[config.mk]
export PLATFORM = sky130hd
export DESIGN_NAME = rf_dump_ctrl
export DESIGN_NICKNAME = d
export VERILOG_FILES = /design/src/rtl/rf_dump_ctrl.sv
export SDC_FILE = /design/constraint.sdc
export NUM_CORES = 1
export LEC_CHECK = 0
export BUFFER_PORTS_ARGS = -buffer_cell sky130_fd_sc_hd__buf_2
export CORE_MARGIN = 2
export CORE_UTILIZATION = 43
export CTS_CLUSTER_DIAMETER = 150
export DETAILED_ROUTE_END_ITERATION = 12
export PLACE_DENSITY = 0.86
export SETUP_SLACK_MARGIN = 0.4
export SLEW_MARGIN = 20
export SYNTH_ARGS = -nofsm -noshare
export SYNTH_HDL_FRONTEND = slang
export SYNTH_SLANG_ARGS = --single-unit
[constraint.sdc]
create_clock -name clk -period 1.67 [get_ports clk]
set_input_delay 0.167 -clock clk [delete_from_list [all_inputs] [get_ports clk]]
set_output_delay 0.167 -clock clk [all_outputs]
set_load 0.02 [all_outputs]
[src/rtl/rf_dump_ctrl.sv]
// -----------------------------------------------------------------------------
// rf_dump_ctrl
//   Walks a range of register-file addresses and presents each (addr, data)
//   pair on a valid/ready output port, one entry at a time. The range may wrap
//   past the top of the address space. The walk can be cancelled with abort.
//
// Ports
//   clk         in   clock, all state changes on rising edge
//   rstn        in   synchronous active-low reset
//   start       in   begin a dump (only looked at while idle)
//   abort       in   cancel the dump in progress
//   first_addr  in   first address of the range, captured with start
//   last_addr   in   last address of the range, captured with start
//   rf_ra       out  read address to the combinational register-file port
//   rf_rd       in   read data for rf_ra
//   out_valid   out  out_addr/out_data carry an entry
//   out_ready   in   consumer takes the entry when high together with out_valid
//   out_addr    out  address of the presented entry
//   out_data    out  data of the presented entry
//   busy        out  high whenever the controller is not idle
//   done        out  one-cycle pulse after the last entry has been taken
//   dbg_state_o out  current FSM state (IDLE=0, READ=1, OUT=2, FIN=3)
//
// Handshake: an entry transfers on a rising edge where out_valid and
// out_ready are both high. out_valid, once raised, stays high with
// out_addr/out_data unchanged until that transfer (or an abort/reset);
// out_ready may be driven at any time and is ignored while out_valid is low.
// -----------------------------------------------------------------------------
module rf_dump_ctrl #(
  parameter int ADDR_W = 5,
  parameter int DATA_W = 32
) (
  input  logic              clk,
  input  logic              rstn,
  input  logic              start,
  input  logic              abort,
  input  logic [ADDR_W-1:0] first_addr,
  input  logic [ADDR_W-1:0] last_addr,
  output logic [ADDR_W-1:0] rf_ra,
  input  logic [DATA_W-1:0] rf_rd,
  output logic              out_valid,
  input  logic              out_ready,
  output logic [ADDR_W-1:0] out_addr,
  output logic [DATA_W-1:0] out_data,
  output logic              busy,
  output logic              done,
  output logic [1:0]        dbg_state_o
);

  typedef enum logic [1:0] {
    IDLE = 2'd0,
    READ = 2'd1,
    OUT  = 2'd2,
    FIN  = 2'd3
  } state_t;

  state_t              state_q;
  logic [ADDR_W-1:0]   cur_addr_q;
  logic [ADDR_W-1:0]   end_addr_q;
  logic [ADDR_W-1:0]   rf_ra_q;
  logic [ADDR_W-1:0]   out_addr_q;
  logic [DATA_W-1:0]   out_data_q;
  logic                out_valid_q;
  logic                busy_q;
  logic                done_q;

  // Next address wraps naturally at 2^ADDR_W because of the fixed width.
  logic [ADDR_W-1:0]   cur_addr_d;

  always_comb begin
    cur_addr_d = cur_addr_q + ADDR_W'(1);
  end

  always_ff @(posedge clk) begin
    if (!rstn) begin
      state_q     <= IDLE;
      cur_addr_q  <= '0;
      end_addr_q  <= '0;
      rf_ra_q     <= '0;
      out_addr_q  <= '0;
      out_data_q  <= '0;
      out_valid_q <= 1'b0;
      busy_q      <= 1'b0;
      done_q      <= 1'b0;
    end else begin
      case (state_q)
        IDLE: begin
          // abort together with start keeps us idle.
          if (start && !abort) begin
            cur_addr_q <= first_addr;
            end_addr_q <= last_addr;
            // rf_ra is a register, so it is loaded on the way into READ
            // to be valid for the whole READ cycle.
            rf_ra_q    <= first_addr;
            busy_q     <= 1'b1;
            state_q    <= READ;
          end
        end

        READ: begin
          if (abort) begin
            busy_q  <= 1'b0;
            state_q <= IDLE;
          end else begin
            // Snapshot: later register-file writes cannot reach out_data.
            out_data_q  <= rf_rd;
            out_addr_q  <= cur_addr_q;
            out_valid_q <= 1'b1;
            state_q     <= OUT;
          end
        end

        OUT: begin
          if (abort) begin
            // Abort wins over a handshake in the same cycle.
            out_valid_q <= 1'b0;
            busy_q      <= 1'b0;
            state_q     <= IDLE;
          end else if (out_ready) begin
            out_valid_q <= 1'b0;
            if (cur_addr_q == end_addr_q) begin
              done_q  <= 1'b1;
              state_q <= FIN;
            end else begin
              cur_addr_q <= cur_addr_d;
              rf_ra_q    <= cur_addr_d;
              state_q    <= READ;
            end
          end
        end

        FIN: begin
          // Leaves after one cycle whether or not abort is high; done only
          // lasts this one cycle in either case.
          done_q  <= 1'b0;
          busy_q  <= 1'b0;
          state_q <= IDLE;
        end

        default: begin
          out_valid_q <= 1'b0;
          done_q      <= 1'b0;
          busy_q      <= 1'b0;
          state_q     <= IDLE;
        end
      endcase
    end
  end

  assign rf_ra       = rf_ra_q;
  assign out_valid   = out_valid_q;
  assign out_addr    = out_addr_q;
  assign out_data    = out_data_q;
  assign busy        = busy_q;
  assign done        = done_q;
  assign dbg_state_o = state_q;

endmodule

==> results_dict.tcl, run 1 <==
set metrics [dict create \
    path_clk_slew_ns 0.09 \
    core_um2 5070 \
    synth_seq_area_share_pct 46.1 \
    fin_crit_sh_pct 100 \
    clockBufferDepth 2 \
    drive_gt1_share_pct 68.1 \
    grt_first_pass_wirelength_um 10100 \
    async_reset_ff_share_pct 0 \
    clk_latency_ns 0.30 \
    cp.arrival_ns 1.86 \
    grt_max_degree 32 \
    cp-end-kind "register" \
    cts_root_buffer "clkbuf_8" \
    synth_cells 271 \
    worstPathMaxFanout 5 \
    ys_warn_count 0 \
    hp-class "in2reg" \
    syn-num-nets 323 \
    drt-total-wl_um 9270 \
    slew_viol_final 0 \
    status "complete, but fails checks" \
    drcViolationCount 0 \
    tightest_slew_ns 0.524 \
    ir_drop_mv 0.461 \
    io_buffers 93 \
    synth-edff-count 0 \
    dieArea_um2 5850 \
    syn_to_final_growth_pct 81.6 \
    max_cap_viol_count 0 \
    cts_inserted_buffers 5 \
    slew_headroom_pct 65.1 \
    fin_cells 465 \
    syn_area_per_cell_um2 8.34 \
    start_util_pct 44.5 \
    die_w_um 76.5 \
    crit_type "reg2reg" \
    multi_input_comb_area_um2 1760 \
    via_count 2583 \
    nFillCells 255 \
    grt_use_total_pct 21.1 \
    synth_ff_type "dfxtp_1" \
    gr-total-overflow 0 \
    cts_tree "built" \
    cellLeakagePower_nw 1.89 \
    dp_cells 425 \
    clock_skew_ns 0.00766 \
    ctsHtreeMaxLevel 2 \
    period_minus_slack_ns 1.67 \
    setup_ws_ns -0.000354 \
    rsz0062_at_grt "true" \
    std_cell_rows 26 \
    drt_iter0_markers 128 \
    gp_congestion 0.834 \
    ios 94 \
    hold_viol_final 0 \
    hpwl_um 3870 \
    worstSetupStartpointType "register" \
    diodes 0 \
    required_ns 1.86 \
    power_density_nw_per_um2 791 \
    grt_pass1_vias 2107 \
    ys_ff_latch 52 \
    tns_ns -0.000354 \
    setup_viol 1 \
    max_clock_freq_mhz 599 \
    via_per_inst 5.55 \
    synth.distinct_cells 41 \
    drtPass1Iterations 4 \
    antenna_found_initial 0 \
    postRouteAntennaNets 0 \
    wl_per_cell_um 19.9 \
    violations "negative setup slack" \
    syn_area_um2 2260 \
    clock-sinks 52 \
    seq_area_um2 1060 \
    layout.nets 447 \
    die_h_um 76.5 \
]
## routing by layer
metal	global-route usage [%]	wire length (um)	vias up
met3	5.21	779	32
met5	0	0	-
met2	37.9	4850	165
met1	24.9	3230	1221
li1	-	-	1165
met4	5.82	414	0
## through the flow
step | setup slack (ns) | hold WS, ns | util (%) | total power, W | area, um2
2_1_floorplan | 0.185 | 0.302 | - | 0.00181 | 2330
3_3_place_gp | 0.156 | 0.406 | 56.4 | 0.00201 | 2860
3_5_place_dp | 0.122 | 0.415 | 56.4 | 0.00203 | 2860
4_1_cts | 0.0975 | 0.0907 | 64.4 | 0.00287 | 3270
5_1_grt | -0.0502 | 0.0991 | 80.9 | 0.00336 | 4100
6_report | -0.000354 | 0.100 | 80.9 | 0.00324 | 4100
## critical path: stages, from the launching register on
cell       delay (ns)
dfxtp_4          0.38
inv_6            0.04
ha_4             0.16
buf_12           0.12
nor2b_4          0.13
a2111oi_4        0.35
o211ai_1         0.20
o2bb2ai_1        0.18
## kinds of logic after synthesis
logic type / after synthesis / share of synthesized area (%)
and+or+nand+nor: 113 / 22.2
DFF: 52 / 46.1
adders and majority gates: 5 / 2.77
AOI/OAI and AO/OA: 66 / 18.3
buffers and inverters: 22 / 4.76
xor gates and xnor gates: 5 / 2.27
muxes: 8 / 3.60
## cells in the final DEF, fill, tap and decap left out, types with 3 or more instances in the layout
cell and count:
a21oi_1 4, a21oi_2 35, buf_12 4, buf_16 4, buf_2 93, buf_4 14
buf_6 10, clkbuf_16 8, clkbuf_8 5, dfxtp_1 45, dfxtp_4 5, ha_4 4
mux2i_1 7, nand2_1 24, nand2_2 15, nand2_4 42, nand2b_4 3, nand3_1 3
nor2_1 3, nor2b_1 8, o211ai_1 5, o21ai_0 5, xnor2_2 5
## Yosys cell counts (all sizes together) (2+ instances only)
| library cell | count | share of area (%) |
|---|---|---|
| ha | 5 | 2.8 |
| xnor2 | 5 | 2.3 |
| mux2i | 7 | 3.1 |
| and2 | 2 | 0.55 |
| buf | 11 | 2.9 |
| o211ai | 5 | 1.7 |
| nand2b | 4 | 1.1 |
| clkbuf | 6 | 1.0 |
| a31oi | 2 | 0.55 |
| a21oi | 39 | 8.6 |
| nand3 | 5 | 1.3 |
| nor2b | 10 | 2.8 |
| inv | 5 | 0.83 |
| nor2 | 4 | 0.66 |
| dfxtp | 52 | 46 |
| and2b | 2 | 0.72 |
| a21boi | 2 | 0.66 |
| nand2 | 81 | 13 |
| o21ai | 7 | 1.7 |
| o2bb2ai | 2 | 0.78 |
| nor3b | 2 | 0.66 |
## area by class of cell
cell class / count / share of cell area [%]
Clock buffer: 5 / 1.68
Clock inverter: 2 / 0.274
Inverter: 5 / 0.640
Multi-Input combinational cell: 197 / 42.9
Sequential cell: 52 / 25.9
Tap cell: 70 / 2.13
Timing Repair Buffer: 134 / 26.5
## registers in the layout, indices dropped and copies added (netlist names)
name / count
rf_ra: 5
end_addr_q: 5
out_valid: 1
dbg_state_o: 2
busy: 1
done: 1
out_addr: 5
out_data: 32
## final timing paths
check	start	endpoint	slack, ns	cells after the start
max reg2reg	dbg_state_o[0]	rf_ra[4]	-0.0004	7
min reg2reg	out_addr[3]	out_addr[3]	0.47	2
min	rf_rd[1]	out_data[1]	0.10	3
max	dbg_state_o[0]	rf_ra[4]	-0.0004	7
## power breakdown
group | total, W | leakage [nW] | switching, W | internal [W]
Clock | 0.000697 | 0.0443 | 0.000411 | 0.000286
Combinational | 0.00115 | 1.42 | 0.000608 | 0.000538
Sequential | 0.00140 | 0.427 | 0.0000832 | 0.00132
Total | 0.00324 | 1.89 | 0.00110 | 0.00214
## what timing repair did
action                     in CTS  in global routing
gates resized for setup        24                151
hold buffers                    0                  0
pin swaps                       7                 78
cloned                          4                 10
buffers inserted               14                  5
setup endpoints to repair      50                 52
Note: power is estimated with default switching activity, not from simulation.
==> inputs of run 2 (changes only) <==
- CORE_UTILIZATION: 43 -> 51
- PLACE_DENSITY: 0.86 -> 0.94
- clock period: 1.67 -> 2.1 ns (I/O delays scaled with it)
==> run 2 against run 1 <==
Effect of this change:
- the flow now finishes without violations
- clock skew down 0.0045 ns
- global-route usage up 0.13 points
- die area down 15%
- utilization down 14 points
- combinational power down 59%
- sequential cell count unchanged
- register-to-register slack better by 0.50 ns
- sequential share of layout area up 10 points
- wire length down 41%
- worst setup slack better by 0.50 ns
- total power down 32%
==> results_dict.tcl, run 2 (synthesis results as in run 1) <==
set metrics [dict create \
    place_ws_ns 0.322 \
    core_um2 4320 \
    grt_pass1_vias 1917 \
    setup_ws_ns 0.496 \
    min_path_cells 3 \
    rr_startpoint "dbg_state_o[0]" \
    clock-sinks 52 \
    reg2reg_setup_slack_ns 0.50 \
    cellLeakagePower_nw 1.30 \
    hp-class "in2reg" \
    layout.nets 414 \
    start_util_pct 52.3 \
    clk_latency_ns 0.30 \
    clock_skew_ns 0.00319 \
    worstPathMaxFanout 4 \
    crit_type "reg2reg" \
    hp-start "rf_rd[1]" \
    drtPass1Iterations 4 \
    std_cell_rows 24 \
    status "finished, final reports clean" \
    slew_viol_final 0 \
    tightest_slew_ns 0.451 \
    wl_per_cell_um 13.2 \
    required_ns 2.32 \
    grt_max_degree 38 \
    ios 94 \
    cp-end-kind "register" \
    gp_congestion 0.844 \
    drcViolationCount 0 \
    antenna_found_initial 0 \
    placed_area_um2 2750 \
    setup_viol 0 \
    rsz0062_at_grt "true" \
    max_cap_viol_count 0 \
    ctsHtreeMaxLevel 2 \
    die_w_um 70.6 \
    cts_tree "built" \
    via_count 2200 \
    ir_drop_mv 0.419 \
    cts_root_buffer "clkbuf_8" \
    final_common_cell "buf_2" \
    r2r_end "rf_ra[2]" \
    fin_crit_sh_pct 76.4 \
    utilization_pct 67.0 \
    power_density_nw_per_um2 765 \
    fin_area_um2 2900 \
    hpwl_um 3910 \
    syn_to_final_growth_pct 28.2 \
    postRouteAntennaNets 0 \
    cp.arrival_ns 1.82 \
    power_w 0.00222 \
    cts-hold-fix-buffers 0 \
    via_per_inst 5.33 \
    tns_ns 0 \
    diodes 0 \
    largest_register_ffs 32 \
    path_clk_slew_ns 0.09 \
    r2r.worst_path.cells 6 \
    dieArea_um2 4980 \
    hold_end "out_data[1]" \
    cts_inserted_buffers 5 \
    clockBufferDepth 2 \
    grt_first_pass_wirelength_um 8540 \
    period_minus_slack_ns 1.60 \
    slew_headroom_pct 69.9 \
    drt-total-wl_um 5460 \
    max_clock_freq_mhz 623 \
    worstSetupStartpointType "register" \
    mostFrequentLayoutCells "buf_2 (93), nand2_1 (81), dfxtp_1 (49), a21oi_1 (39), nor2b_1 (9)" \
    drive_gt1_share_pct 33.5 \
    grt_use_total_pct 21.2 \
    drt_iter0_markers 83 \
    die_h_um 70.6 \
    gr-total-overflow 0 \
    hold_viol_final 0 \
    io_buffers 93 \
]
==> run 2: cell count changes in the layout (fill, tap and decap cells not counted), moves of 8 or more <==
cell and change:
a21oi_1 +35, a21oi_2 -35, buf_4 -8, buf_6 -9, clkbuf_16 -8, nand2_1 +57, nand2_2 -15, nand2_4 -42
==> run 2: layout make-up <==
class | instances | area, um2
inverter | 5 | 18.8
clock buffer | 5 | 68.8
clock inverter | 1 | 30.0
tap | 52 | 65.1
multi-input combinational | 197 | 1130
fill | 369 | 1430
timing repair buffer | 101 | 542
sequential | 52 | 1040
==> run 2: report_power, final <==
part | total [W] | switching (W) | internal (W) | leakage [nW]
registers | 0.00109 | 0.0000462 | 0.00105 | 0.424
clock network | 0.000648 | 0.000306 | 0.000342 | 0.0501
logic | 0.000475 | 0.000285 | 0.000191 | 0.822
total | 0.00222 | 0.000636 | 0.00158 | 1.30
==> run 2: worst max path at each step <==
stage	cells past startpoint	from	end	slack, ns
global placement	6	dbg_state_o[0]	rf_ra[2]	0.40
finish	6	dbg_state_o[0]	rf_ra[2]	0.50
CTS	6	dbg_state_o[0]	rf_ra[2]	0.43
detailed placement	6	dbg_state_o[0]	rf_ra[2]	0.32
global route	6	dbg_state_o[0]	done	0.39
floorplan	6	dbg_state_o[0]	rf_ra[2]	0.43
==> run 2: critical path, stage by stage, from the launching register on <==
cell,delay (ns)
dfxtp_2,0.35
inv_2,0.10
ha_2,0.23
nor2_1,0.08
a2111oi_4,0.34
o21ai_2,0.16
o32ai_1,0.26
==> run 2: per-layer routing <==
metal  routed length [um]  GRT usage, %  vias to the layer above
li1                     -             -                     1096
met1                 2310          25.2                      995
met2                 2620          36.6                      100
met3                  450          6.41                        9
met4                   77          7.34                        0
met5                    0             0                        -
==> run 2: what timing repair did <==
action / in CTS / in global routing
resized for setup: 1 / 8
pin swaps: 1 / 0
endpoints found under the setup margin: 1 / 6
setup buffers: 2 / 0
==> run 2: stage by stage <==
step	cells	hold slack [ns]
floorplan	271	0.345
global placement	405	0.438
detailed placement	405	0.444
CTS	413	0.128
global route	413	0.129
finish	413	0.131
